$ cat src/rtl/coin_acceptor_if.sv
// Coin acceptor signal bundle: raw sensors and controls in,
// coin code, reject pulse, jam flag and FIFO occupancy out.
interface coin_acceptor_if #(
    parameter int FIFO_DEPTH = 4
);
    logic                        sens_a;
    logic                        sens_b;
    logic                        coin_enable;
    logic                        hold;
    logic [1:0]                  coin;
    logic                        reject;
    logic                        jam;
    logic [$clog2(FIFO_DEPTH):0] fifo_count;

    modport master (
        output sens_a, sens_b, coin_enable, hold,
        input  coin, reject, jam, fifo_count
    );

    modport slave (
        input  sens_a, sens_b, coin_enable, hold,
        output coin, reject, jam, fifo_count
    );
endinterface

$ cat src/rtl/coin_acceptor.sv
// Coin acceptor front end: sensor sync/debounce, jam detection,
// coin FIFO and gapped single-cycle coin emitter.
module coin_acceptor #(
    parameter int DEBOUNCE   = 4,
    parameter int JAM_CYCLES = 64,
    parameter int FIFO_DEPTH = 4
) (
    input logic             clk,
    input logic             reset,
    coin_acceptor_if.slave  bus
);
    localparam int AW = $clog2(FIFO_DEPTH);
    localparam int CW = $clog2(JAM_CYCLES + DEBOUNCE) + 1;
    localparam logic [CW-1:0] DEB_LAST = CW'(DEBOUNCE - 1);
    localparam logic [CW-1:0] JAM_LAST = CW'(JAM_CYCLES - 1);
    localparam logic [CW-1:0] ONE      = CW'(1);
    localparam logic [AW:0]   FULL_CNT = (AW + 1)'(FIFO_DEPTH);

    typedef enum logic [1:0] {IDLE, QUAL, HELD, JAM} ch_state_e;

    logic [1:0]    sync1_q, sync2_q;
    ch_state_e     st_q  [2];
    ch_state_e     st_d  [2];
    logic [CW-1:0] cnt_q [2];
    logic [CW-1:0] cnt_d [2];
    logic [CW-1:0] lo_q  [2];
    logic [CW-1:0] lo_d  [2];
    logic [1:0]    qual;

    logic [1:0]    mem_q [FIFO_DEPTH];
    logic [AW-1:0] wr_q, rd_q;
    logic [AW:0]   count_q, count_d;
    logic [1:0]    coin_q, coin_d;
    logic          reject_q, reject_d;
    logic          jam_q;
    logic          push, pop, full;
    logic [1:0]    push_code;

    always_ff @(posedge clk) begin
        if (reset) begin
            sync1_q <= 2'b00;
            sync2_q <= 2'b00;
        end else begin
            sync1_q <= {bus.sens_b, bus.sens_a};
            sync2_q <= sync1_q;
        end
    end

    // Channel 0 is the 5-unit sensor, channel 1 the 10-unit sensor
    always_comb begin
        for (int i = 0; i < 2; i++) begin
            st_d[i]  = st_q[i];
            cnt_d[i] = cnt_q[i];
            lo_d[i]  = lo_q[i];
            qual[i]  = 1'b0;
            case (st_q[i])
                IDLE: begin
                    if (sync2_q[i]) begin
                        st_d[i]  = QUAL;
                        cnt_d[i] = ONE;
                        lo_d[i]  = '0;
                    end
                end
                QUAL: begin
                    if (!sync2_q[i]) begin
                        st_d[i]  = IDLE;
                        cnt_d[i] = '0;
                    end else if (cnt_q[i] == DEB_LAST) begin
                        st_d[i]  = HELD;
                        cnt_d[i] = '0;
                        lo_d[i]  = '0;
                        qual[i]  = 1'b1;
                    end else begin
                        cnt_d[i] = cnt_q[i] + ONE;
                    end
                end
                HELD: begin
                    if (sync2_q[i]) begin
                        lo_d[i] = '0;
                        if (cnt_q[i] == JAM_LAST) begin
                            st_d[i]  = JAM;
                            cnt_d[i] = '0;
                        end else begin
                            cnt_d[i] = cnt_q[i] + ONE;
                        end
                    end else if (lo_q[i] == DEB_LAST) begin
                        st_d[i]  = IDLE;
                        cnt_d[i] = '0;
                        lo_d[i]  = '0;
                    end else begin
                        lo_d[i] = lo_q[i] + ONE;
                    end
                end
                JAM: begin
                    if (sync2_q[i]) begin
                        lo_d[i] = '0;
                    end else if (lo_q[i] == DEB_LAST) begin
                        st_d[i] = IDLE;
                        lo_d[i] = '0;
                    end else begin
                        lo_d[i] = lo_q[i] + ONE;
                    end
                end
                default: st_d[i] = IDLE;
            endcase
        end
    end

    always_ff @(posedge clk) begin
        if (reset) begin
            for (int i = 0; i < 2; i++) begin
                st_q[i]  <= IDLE;
                cnt_q[i] <= '0;
                lo_q[i]  <= '0;
            end
        end else begin
            for (int i = 0; i < 2; i++) begin
                st_q[i]  <= st_d[i];
                cnt_q[i] <= cnt_d[i];
                lo_q[i]  <= lo_d[i];
            end
        end
    end

    // Simultaneous qualification is ambiguous, so both coins go back
    always_comb begin
        full      = (count_q == FULL_CNT);
        pop       = (coin_q == 2'b00) && !bus.hold && (count_q != '0);
        push      = 1'b0;
        reject_d  = 1'b0;
        push_code = qual[0] ? 2'b01 : 2'b10;
        if (qual[0] && qual[1]) begin
            reject_d = 1'b1;
        end else if (qual != 2'b00) begin
            if (!bus.coin_enable || (full && !pop)) begin
                reject_d = 1'b1;
            end else begin
                push = 1'b1;
            end
        end
        count_d = count_q + {{AW{1'b0}}, push} - {{AW{1'b0}}, pop};
        coin_d  = 2'b00;
        if (coin_q == 2'b00 && pop) begin
            coin_d = mem_q[rd_q];
        end
    end

    always_ff @(posedge clk) begin
        if (push) begin
            mem_q[wr_q] <= push_code;
        end
    end

    always_ff @(posedge clk) begin
        if (reset) begin
            wr_q     <= '0;
            rd_q     <= '0;
            count_q  <= '0;
            coin_q   <= 2'b00;
            reject_q <= 1'b0;
            jam_q    <= 1'b0;
        end else begin
            if (push) wr_q <= wr_q + AW'(1);
            if (pop)  rd_q <= rd_q + AW'(1);
            count_q  <= count_d;
            coin_q   <= coin_d;
            reject_q <= reject_d;
            jam_q    <= (st_q[0] == JAM) || (st_q[1] == JAM);
        end
    end

    assign bus.coin       = coin_q;
    assign bus.reject     = reject_q;
    assign bus.jam        = jam_q;
    assign bus.fifo_count = count_q;
endmodule

$ cat src/flat_wrapper.sv
// flat-port wrapper written by rule: the top's interface ports become plain ports
module coin_acceptor_flat 
#(
    parameter int DEBOUNCE   = 4,
    parameter int JAM_CYCLES = 64,
    parameter int FIFO_DEPTH = 4
)
  (clk, reset, bus_sens_a, bus_sens_b, bus_coin_enable, bus_hold, bus_coin, bus_reject, bus_jam, bus_fifo_count);
  coin_acceptor_if #(.FIFO_DEPTH(FIFO_DEPTH)) bus_i ();
  input logic clk;
  input logic reset;
  input wire logic [$bits(bus_i.sens_a)-1:0] bus_sens_a;
  input wire logic [$bits(bus_i.sens_b)-1:0] bus_sens_b;
  input wire logic [$bits(bus_i.coin_enable)-1:0] bus_coin_enable;
  input wire logic [$bits(bus_i.hold)-1:0] bus_hold;
  output wire logic [$bits(bus_i.coin)-1:0] bus_coin;
  output wire logic [$bits(bus_i.reject)-1:0] bus_reject;
  output wire logic [$bits(bus_i.jam)-1:0] bus_jam;
  output wire logic [$bits(bus_i.fifo_count)-1:0] bus_fifo_count;
  assign bus_i.sens_a = bus_sens_a;
  assign bus_i.sens_b = bus_sens_b;
  assign bus_i.coin_enable = bus_coin_enable;
  assign bus_i.hold = bus_hold;
  assign bus_coin = bus_i.coin;
  assign bus_reject = bus_i.reject;
  assign bus_jam = bus_i.jam;
  assign bus_fifo_count = bus_i.fifo_count;
  coin_acceptor #(.DEBOUNCE(DEBOUNCE), .JAM_CYCLES(JAM_CYCLES), .FIFO_DEPTH(FIFO_DEPTH)) u_core (.clk(clk), .reset(reset), .bus(bus_i));
endmodule
$ cat config.mk
export PLATFORM = sky130hd
export DESIGN_NAME = coin_acceptor_flat
export DESIGN_NICKNAME = d
export VERILOG_FILES = /design/src/rtl/coin_acceptor_if.sv /design/src/rtl/coin_acceptor.sv /design/src/flat_wrapper.sv
export SDC_FILE = /design/constraint.sdc
export NUM_CORES = 1
export LEC_CHECK = 0
export CAP_MARGIN = 20
export CORE_MARGIN = 2
export CORE_UTILIZATION = 50
export CTS_CLUSTER_SIZE = 25
export DETAILED_ROUTE_END_ITERATION = 7
export PLACE_DENSITY_LB_ADDON = 0.08
export SYNTH_ARGS = -nofsm -noshare
export SYNTH_HDL_FRONTEND = slang
export SYNTH_SLANG_ARGS = --single-unit
$ cat constraint.sdc
create_clock -name clk -period 4.2 [get_ports clk]
set_input_delay 1.26 -clock clk [delete_from_list [all_inputs] [get_ports clk]]
set_output_delay 1.26 -clock clk [all_outputs]
set_load 0.01 [all_outputs]
==> flow_metrics.tcl, run 1 <==
set metrics [dict create \
    grt_overflow 0 \
    drt-total-wl_um 6416 \
    post-cts-setup-buffer-count 0 \
    instances_no_fill 450 \
    r2r_setup_slack_ps 950 \
    cts-hold-fix-buffers 0 \
    routed_via_density 5.916 \
    layout-drive-gt1-share_pct 8.579 \
    syn_avg_cell_area_sq_um 9.125 \
    io_buffer_count 12 \
    setup-violations-final 0 \
    drc 0 \
    synth_seq_cells 59 \
    synth_top_family_by_area "simple AND/OR/NAND/NOR gates" \
    slew_violations 0 \
    max_freq_ghz 0.3078 \
    grt_max_degree 49 \
    dieWidth_um 84.49 \
    synthAdderAreaFrac_pct 8.652 \
    synth_cell_types 65 \
    gp_congestion 0.7974 \
    ctsRootBufferMaster "clkbuf_8" \
    grt_pass1_wl_um 11000 \
    skew_ps 6.816 \
    initial_core_util_pct 51.31 \
    p_per_area_nw_per_um2 398.6 \
    cts_tree "done" \
    power.total_mw 1.440 \
    path_cells "ha_1 > or3b_1 > or3_1 > xor2_1 > and2_1 > ha_1 > inv_1 > fa_1 > xnor2_1 > xnor2_1 > nor2_1" \
    tns_ps 0 \
    antenna_found_initial 0 \
    syn2layout_area_growth_pct 11.51 \
    first_iter_violations 123 \
    fin_crit_sh_pct 77.35 \
    cp_num_buf_inv 1 \
    postLayoutCoreUtil_pct 57.21 \
    vias 2662 \
    rows 29 \
    reg2reg_depth 11 \
    netlist_instances 355 \
    yosysSeqAreaShare_pct 38.93 \
    fin_nets 395 \
    syn_area_sq_um 3239 \
    synth_compound_area_share_pct 18.23 \
    worstHoldStart "u_core.sync1_q[1]$_SDFF_PP0_" \
    relSlewSlack_pct 30.39 \
    coreArea_sq_um 6314 \
    outcome "finished, final reports clean" \
    whs_endpoint "u_core.sync2_q[1]$_SDFF_PP0_" \
    synth-simple-area-share_pct 24.68 \
    diodes 0 \
    hold_viol 0 \
    async_flop_share_pct 0 \
    first_pass_iters 4 \
    reg2reg_to "u_core.bus.fifo_count[2]$_SDFF_PP0_" \
    synth_edf_count 8 \
    grt_use_total_pct 19.15 \
    dpl_cell_area_sq_um 3411 \
    ir_drop_mv 0.3017 \
    synthFlopType "dfxtp_1" \
    placedCellCount 434 \
    end_kind "flip-flop" \
    cts_resized 0 \
    yosysWarnings 0 \
    hold_depth 1 \
    grt_pass1_vias 2442 \
    htreeDepth 3 \
    worst_slew_pin_slew_ps 1043 \
    ant_nets 0 \
    rr_startpoint "u_core.cnt_q[0][0]$_SDFFE_PP0P_" \
    num-fill-cells 572 \
    required_ps 4420 \
    clock_latency_ps 350 \
    synth.area.mux_share_pct 2.472 \
    stdcell_area_sq_um 3612 \
    dpl.hpwl_um 4326 \
    dieArea_sq_um 7139 \
    p_leak_nw 1.307 \
    rsz0062_at_grt "no" \
    post_drt_wl_per_cell_um 14.26 \
    clock-sinks 59 \
    start_kind "flip-flop" \
    cp_slowest_stage_delay_ps 490 \
    post_synth_xor_area_fraction_pct 2.433 \
    syn-num-nets 382 \
    cts_buffers 9 \
    period_needed_ps 3249 \
    clk_pin_slew_worst_paths_ps 70 \
    cp_top_family "simple AND/OR/NAND/NOR gates" \
    clock_path_buffers 2 \
    max_cap_viol_count 0 \
    worstSetupPathType "flip-flop to flip-flop" \
    die_h_um 84.49 \
    num_io_pins 13 \
    crit_fanout 7 \
    hp-class "flip-flop to flip-flop" \
    critPathSlowestCell "or3_1" \
    crit_arrival_ps 3470 \
]
## power breakdown
| part | total, mW | internal [mW] | switching, mW |
|---|---|---|---|
| sequential | 0.643 | 0.603 | 0.0406 |
| combinational | 0.270 | 0.134 | 0.136 |
| clock | 0.527 | 0.277 | 0.250 |
| total | 1.44 | 1.01 | 0.426 |
## cell families (layout without fill, tap and decap cells)
logic type | count (synthesis) | after routing
AOI/OAI and AO/OA | 77 | 77
xor gates and xnor gates | 9 | 9
adders and majority gates | 22 | 22
and+or+nand+nor | 146 | 146
muxes | 5 | 5
DFF | 59 | 59
buffers and inverters | 37 | 55
## layer usage
| metal | up-vias | global-route usage [%] | share of wire (%) |
|---|---|---|---|
| met1 | 1271 | 24.78 | 49 |
| met4 | 0 | 10.25 | 2.4 |
| met3 | 12 | 4.720 | 2.8 |
| li1 | 1347 | - | - |
| met5 | - | 0 | 0 |
| met2 | 32 | 29.49 | 46 |
## cells in the mapped netlist (8+ instances only)
library cell  count  share of area, %
a21oi_1          22               3.4
and3_1           10               1.9
dfxtp_1          51                32
edfxtp_1          8               7.4
ha_1             20               7.7
inv_1            25               2.9
nand2_1          26               3.0
nand3_1          21               3.2
nand4_1          11               2.1
nor2_1           22               2.5
o32ai_1           8               2.2
## registers in the layout (all words and copies together) (netlist names), 3 cells and up
name	count
u_core.st_q	4
u_core.mem_q	8
u_core.cnt_q	16
u_core.lo_q	16
u_core.bus.fifo_count	3
## layout by cell type, fill, tap and decap left out, types with 3 or more instances in the layout
cell type | synthesis | routed
o32ai_1 | 8 | 8
clkinv_4 | 0 | 3
clkbuf_8 | 0 | 9
o41ai_1 | 4 | 4
nor3_1 | 7 | 7
nor4_1 | 5 | 5
nor2b_1 | 7 | 7
nor2_1 | 22 | 22
or3_1 | 6 | 6
xnor2_1 | 3 | 3
or4_1 | 4 | 4
nand3_1 | 21 | 21
a21o_1 | 5 | 5
clkdlybuf4s50_1 | 0 | 11
o21ai_0 | 6 | 6
xor2_1 | 6 | 6
and3_1 | 10 | 10
dfxtp_1 | 51 | 51
nand2_1 | 26 | 26
a21oi_1 | 22 | 22
nand4_1 | 11 | 11
and2_1 | 7 | 7
o221ai_1 | 5 | 5
inv_1 | 25 | 25
and4_1 | 4 | 4
nand2b_1 | 5 | 5
ha_1 | 20 | 20
edfxtp_1 | 8 | 8
## worst reg2reg max path: stages, from the launching register on
cell,delay [ps]
dfxtp_1,440
ha_1,280
or3b_1,420
or3_1,490
xor2_1,190
and2_1,290
ha_1,190
inv_1,50
fa_1,370
xnor2_1,210
xnor2_1,150
nor2_1,50
## area by class of cell
cell class,instances,area [sq um],area share (%)
multi-input cells,259,1829,50.64
flip-flops and latches,59,1261,34.92
repair buffers,14,130.1,3.602
clock buffers,9,123.9,3.429
well taps,77,96.34,2.667
inverters,25,93.84,2.598
clock inverters,7,77.57,2.148
## worst max path at each step
stage / from / to / slack [ps] / depth (start not counted)
after floorplan: bus_hold / u_core.bus.fifo_count[2]$_SDFF_PP0_ / 1240 / 10
after global placement: bus_hold / u_core.bus.fifo_count[2]$_SDFF_PP0_ / 730 / 11
after detailed placement: bus_hold / u_core.bus.fifo_count[2]$_SDFF_PP0_ / 670 / 11
after CTS: u_core.cnt_q[0][0]$_SDFFE_PP0P_ / u_core.bus.fifo_count[2]$_SDFF_PP0_ / 980 / 11
after global routing: u_core.cnt_q[0][0]$_SDFFE_PP0P_ / u_core.bus.fifo_count[2]$_SDFF_PP0_ / 750 / 11
final: u_core.cnt_q[0][0]$_SDFFE_PP0P_ / u_core.bus.fifo_count[2]$_SDFF_PP0_ / 950 / 11
## metrics by stage
step | setup WS, ps | hold slack, ps
floorplan | 1244 | 413.8
global placement | 732.8 | 421.0
detailed placement | 668.6 | 432.6
CTS | 980.0 | 449.8
global route | 754.3 | 457.6
finish | 951.4 | 441.8
(Power assumes the default switching activity.)
==> inputs of run 2 (changes only) <==
==> constraint.sdc (replaced) <==
create_clock -name clk -period 3.3 [get_ports clk]
set_input_delay 0.99 -clock clk [delete_from_list [all_inputs] [get_ports clk]]
set_output_delay 0.99 -clock clk [all_outputs]
set_load 0.01 [all_outputs]
==> flow_metrics.tcl, run 2 (synthesized netlist as in run 1, its figures left out) <==
set metrics [dict create \
    antenna_found_initial 0 \
    reg2reg_depth 11 \
    regArea_sq_um 1261 \
    diodes 0 \
    ctsRootBufferMaster "clkbuf_8" \
    grt_max_degree 33 \
    reg2reg_to "u_core.bus.fifo_count[2]$_SDFF_PP0_" \
    clock_latency_ps 330 \
    grt_use_total_pct 19.84 \
    crit_arrival_ps 3200 \
    num-fill-cells 582 \
    worstSetupPathType "flip-flop to flip-flop" \
    worstHoldStart "u_core.sync1_q[1]$_SDFF_PP0_" \
    drc 0 \
    start_kind "flip-flop" \
    max_cap_viol_count 0 \
    cts_buffers 9 \
    placedCellCount 437 \
    cts-hold-fix-buffers 0 \
    setup-violations-final 0 \
    clock-sinks 59 \
    p_per_area_nw_per_um2 503.6 \
    num_io_pins 13 \
    first_pass_iters 4 \
    dieWidth_um 84.49 \
    wl_met3_um 205 \
    multiInputGateArea_sq_um 1829 \
    worst_slew_pin_slew_ps 735.4 \
    ir_drop_mv 0.3191 \
    layout_common_cells "51 x dfxtp_1, 26 x nand2_1, 25 x inv_1" \
    cts_tree "done" \
    rows 29 \
    gp_congestion 0.7946 \
    layout-drive-gt1-share_pct 8.777 \
    p_switching_uw 480.7 \
    crit_fanout 7 \
    hp-class "flip-flop to flip-flop" \
    max_freq_ghz 0.3350 \
    mostFrequentLayoutCell "dfxtp_1" \
    outcome "finished, final reports clean" \
    clkPwrFrac_pct 38.4 \
    grt_pass1_wl_um 11640 \
    slew_violations 0 \
    io_buffer_count 12 \
    clk_pin_slew_worst_paths_ps 60 \
    syn2layout_area_growth_pct 12.67 \
    combPwrFrac_pct 17.7 \
    routed_via_density 5.885 \
    p_leak_nw 1.337 \
    post_drt_wl_per_cell_um 14.56 \
    fin_crit_sh_pct 90.46 \
    required_ps 3510 \
    hold_viol 0 \
    vias 2666 \
    dpl.hpwl_um 4705 \
    coreArea_sq_um 6314 \
    reg_top3 "u_core.cnt_q (16), u_core.lo_q (16), u_core.mem_q (8)" \
    fin_nets 398 \
    skew_ps 11.87 \
    highest_layer "met4" \
    instances_no_fill 453 \
    tns_ps 0 \
    grt_overflow 0 \
    hold_depth 1 \
    dieArea_sq_um 7139 \
    drt-total-wl_um 6595 \
    die_h_um 84.49 \
    cts_resized 0 \
    rr_startpoint "u_core.cnt_q[0][0]$_SDFFE_PP0P_" \
    grt_pass1_vias 2600 \
    relSlewSlack_pct 50.52 \
    r2r_setup_slack_ps 310 \
    first_iter_violations 151 \
    clock_path_buffers 2 \
    power_frac_seq_pct 44.0 \
    initial_core_util_pct 51.31 \
    sw_frac_of_total_pct 26.15 \
    period_needed_ps 2985 \
    post-cts-setup-buffer-count 0 \
    intPower_mw 1.357 \
    m1WireLength_um 3225 \
    wl_met2_um 2996 \
    rsz0062_at_grt "no" \
    ant_nets 0 \
    htreeDepth 3 \
    whs_endpoint "u_core.sync2_q[1]$_SDFF_PP0_" \
    end_kind "flip-flop" \
]
## run 2: cell types whose count changed in the layout (fill, tap and decap cells not counted), sizes merged
| cell | previous run | this run |
|---|---|---|
| clkinvlp | 1 | 0 |
| inv | 26 | 25 |
| clkbuf | 9 | 15 |
| buf | 3 | 6 |
| clkinv | 4 | 0 |
## run 2: metrics by stage
stage	worst slack [ps]	cell area, sq um	total power, mW	utilization, %	hold WS (ps)
after floorplan	436.3	3239	1.047	-	413.8
after global placement	207.3	3433	1.142	54.38	420.5
after detailed placement	167.1	3433	1.151	54.38	428.4
after CTS	308.9	3650	1.856	57.81	443.4
after global routing	92.67	3650	1.936	57.81	465.0
final	314.9	3650	1.838	57.81	440.9
## run 2: cell type report
cell class                 instances  share of cell area [%]
tap                               77                   2.640
multi-input combinational        259                   50.12
inverter                          25                   2.571
sequential                        59                   34.56
timing repair buffer              17                   4.182
clock buffer                      15                   5.108
clock inverter                     1                  0.8228
## run 2: worst max path at each step
stage               slack, ps                                   to                            start
CTS                       310  u_core.bus.fifo_count[2]$_SDFF_PP0_  u_core.cnt_q[0][0]$_SDFFE_PP0P_
global route               90  u_core.bus.fifo_count[2]$_SDFF_PP0_  u_core.cnt_q[0][0]$_SDFFE_PP0P_
floorplan                 440  u_core.bus.fifo_count[2]$_SDFF_PP0_  u_core.cnt_q[0][0]$_SDFFE_PP0P_
global placement          210  u_core.bus.fifo_count[2]$_SDFF_PP0_                         bus_hold
detailed placement        170  u_core.bus.fifo_count[2]$_SDFF_PP0_                         bus_hold
finish                    310  u_core.bus.fifo_count[2]$_SDFF_PP0_  u_core.cnt_q[0][0]$_SDFFE_PP0P_
## run 2: per-layer routing
layer,global-route usage (%),vias to the layer above
met4,9.957,0
met5,0,-
met2,32.78,40
met1,24.88,1250
met3,3.540,15
li1,-,1361
## run 2: power by group through the flow
stage	logic, mW	clock network [mW]	registers, mW
6_report	0.325	0.705	0.808
5_1_grt	0.370	0.749	0.816
4_1_cts	0.327	0.721	0.809
3_5_place_dp	0.326	0	0.825
3_3_place_gp	0.319	0	0.823
2_1_floorplan	0.225	0	0.822
## run 2: critical path: stages, from the launching register on
cell and delay [ps]:
dfxtp_1 430, ha_1 260, or3b_1 420, or3_1 490
xor2_1 180, and2_1 160, ha_1 150, inv_1 50
fa_1 370, xnor2_1 170, xnor2_1 140, nor2_1 50
==> inputs of run 3 (changes only) <==
--- a/config.mk
+++ b/config.mk
@@ -10,6 +10,7 @@
 export CORE_UTILIZATION = 50
 export CTS_CLUSTER_SIZE = 25
 export DETAILED_ROUTE_END_ITERATION = 7
+export MAX_ROUTING_LAYER = met4
 export PLACE_DENSITY_LB_ADDON = 0.08
 export SYNTH_ARGS = -nofsm -noshare
 export SYNTH_HDL_FRONTEND = slang
==> flow_metrics.tcl, run 3 (synthesized netlist as in run 1, its figures left out) <==
set metrics [dict create \
    regArea_sq_um 1261 \
    tns_ps 0 \
    dpl.hpwl_um 4705 \
    p_per_area_nw_per_um2 503.4 \
    cts_buffers 9 \
    ant_nets 0 \
    layout-drive-gt1-share_pct 8.777 \
    fin_nets 398 \
    hp-class "flip-flop to flip-flop" \
    max_cap_viol_count 0 \
    clk_pin_slew_worst_paths_ps 60 \
    relSlewSlack_pct 49.59 \
    path_cells "ha_1 > or3b_1 > or3_1 > xor2_1 > and2_1 > ha_1 > inv_1 > fa_1 > xnor2_1 > xnor2_1 > nor2_1" \
    instances_no_fill 453 \
    layout_common_cells "51 x dfxtp_1, 26 x nand2_1, 25 x inv_1" \
    io_buffer_count 12 \
    clock-sinks 59 \
    worstSetupPathType "flip-flop to flip-flop" \
    num-fill-cells 582 \
    crit_arrival_ps 3200 \
    num_io_pins 13 \
    crit_fanout 7 \
    required_ps 3510 \
    routed_via_density 5.923 \
    hold_slack_ps 438.9 \
    grt_overflow 0 \
    worst_slew_pin_slew_ps 749.2 \
    mostFrequentLayoutCell "dfxtp_1" \
    cts_resized 0 \
    clock_path_buffers 2 \
    gp_congestion 0.8059 \
    fin_crit_sh_pct 90.45 \
    antenna_found_initial 0 \
    htreeDepth 3 \
    end_kind "flip-flop" \
    rsz0062_at_grt "no" \
    clock_latency_ps 330 \
    start_kind "flip-flop" \
    postLayoutCoreUtil_pct 57.81 \
    skew_ps 12.57 \
    diodes 0 \
    cts_tree "done" \
    max_freq_ghz 0.3350 \
    reg_top3 "u_core.cnt_q (16), u_core.lo_q (16), u_core.mem_q (8)" \
    coreArea_sq_um 6314 \
    period_needed_ps 2985 \
    hold_viol 0 \
    ir_drop_mv 0.3189 \
    dieArea_sq_um 7139 \
    cts-hold-fix-buffers 0 \
    initial_core_util_pct 51.31 \
    syn2layout_area_growth_pct 12.67 \
    multiInputGateArea_sq_um 1829 \
    cp_num_buf_inv 1 \
    power.total_mw 1.837 \
    outcome "finished, final reports clean" \
    setup-violations-final 0 \
    grt_pass1_vias 2602 \
    cp_slowest_stage_delay_ps 490 \
    p_leak_nw 1.337 \
    drc 0 \
    post_drt_wl_per_cell_um 14.56 \
    dieWidth_um 84.49 \
    ctsRootBufferMaster "clkbuf_8" \
    cp_top_family "simple AND/OR/NAND/NOR gates" \
    placedCellCount 437 \
    r2r_setup_slack_ps 320 \
    grt_pass1_wl_um 11630 \
    pre_cts_ws_ps 167.1 \
    rows 29 \
    drt-total-wl_um 6596 \
    slew_violations 0 \
    post-cts-setup-buffer-count 0 \
    grt_use_total_pct 20.44 \
    grt_max_degree 33 \
    die_h_um 84.49 \
    vias 2683 \
    dpl_cell_area_sq_um 3433 \
    setup_ws_ps 315.0 \
    first_iter_violations 150 \
    first_pass_iters 4 \
    critPathSlowestCell "or3_1" \
    stdcell_area_sq_um 3650 \
]
## run 3: cell counts in the layout (fill, tap and decap cells not counted)
No cell type changed its count.
## run 3: power breakdown
| part | total [mW] | switching [mW] | internal [mW] |
|---|---|---|---|
| Sequential | 0.808 | 0.0453 | 0.763 |
| Clock | 0.703 | 0.271 | 0.432 |
| Combinational | 0.326 | 0.164 | 0.162 |
## run 3: routing by layer
metal  share of wire (%)  global-route usage [%]  vias up  wire [um]
li1                    -                       -     1356          -
met1                  49                   24.82     1269       3212
met2                  46                   32.86       43       3018
met3                 3.0                   3.540       15        199
met4                 2.5                   9.957        0        165
met5                   0                       -        -          0
## run 3: layout make-up
type	instances	share of cell area, %
clock buffers	15	5.108
clock inverters	1	0.8228
inverters	25	2.571
multi-input cells	259	50.12
flip-flops and latches	59	34.56
well taps	77	2.640
repair buffers	17	4.182
## run 3: path summary, 6_finish.rpt
kind	startpoint	end	depth (start not counted)
worst max register to register	u_core.cnt_q[0][0]$_SDFFE_PP0P_	u_core.bus.fifo_count[2]$_SDFF_PP0_	11
worst max-delay path	u_core.cnt_q[0][0]$_SDFFE_PP0P_	u_core.bus.fifo_count[2]$_SDFF_PP0_	11
worst min-delay path	u_core.sync1_q[1]$_SDFF_PP0_	u_core.sync2_q[1]$_SDFF_PP0_	1
worst min register to register	u_core.sync1_q[1]$_SDFF_PP0_	u_core.sync2_q[1]$_SDFF_PP0_	1
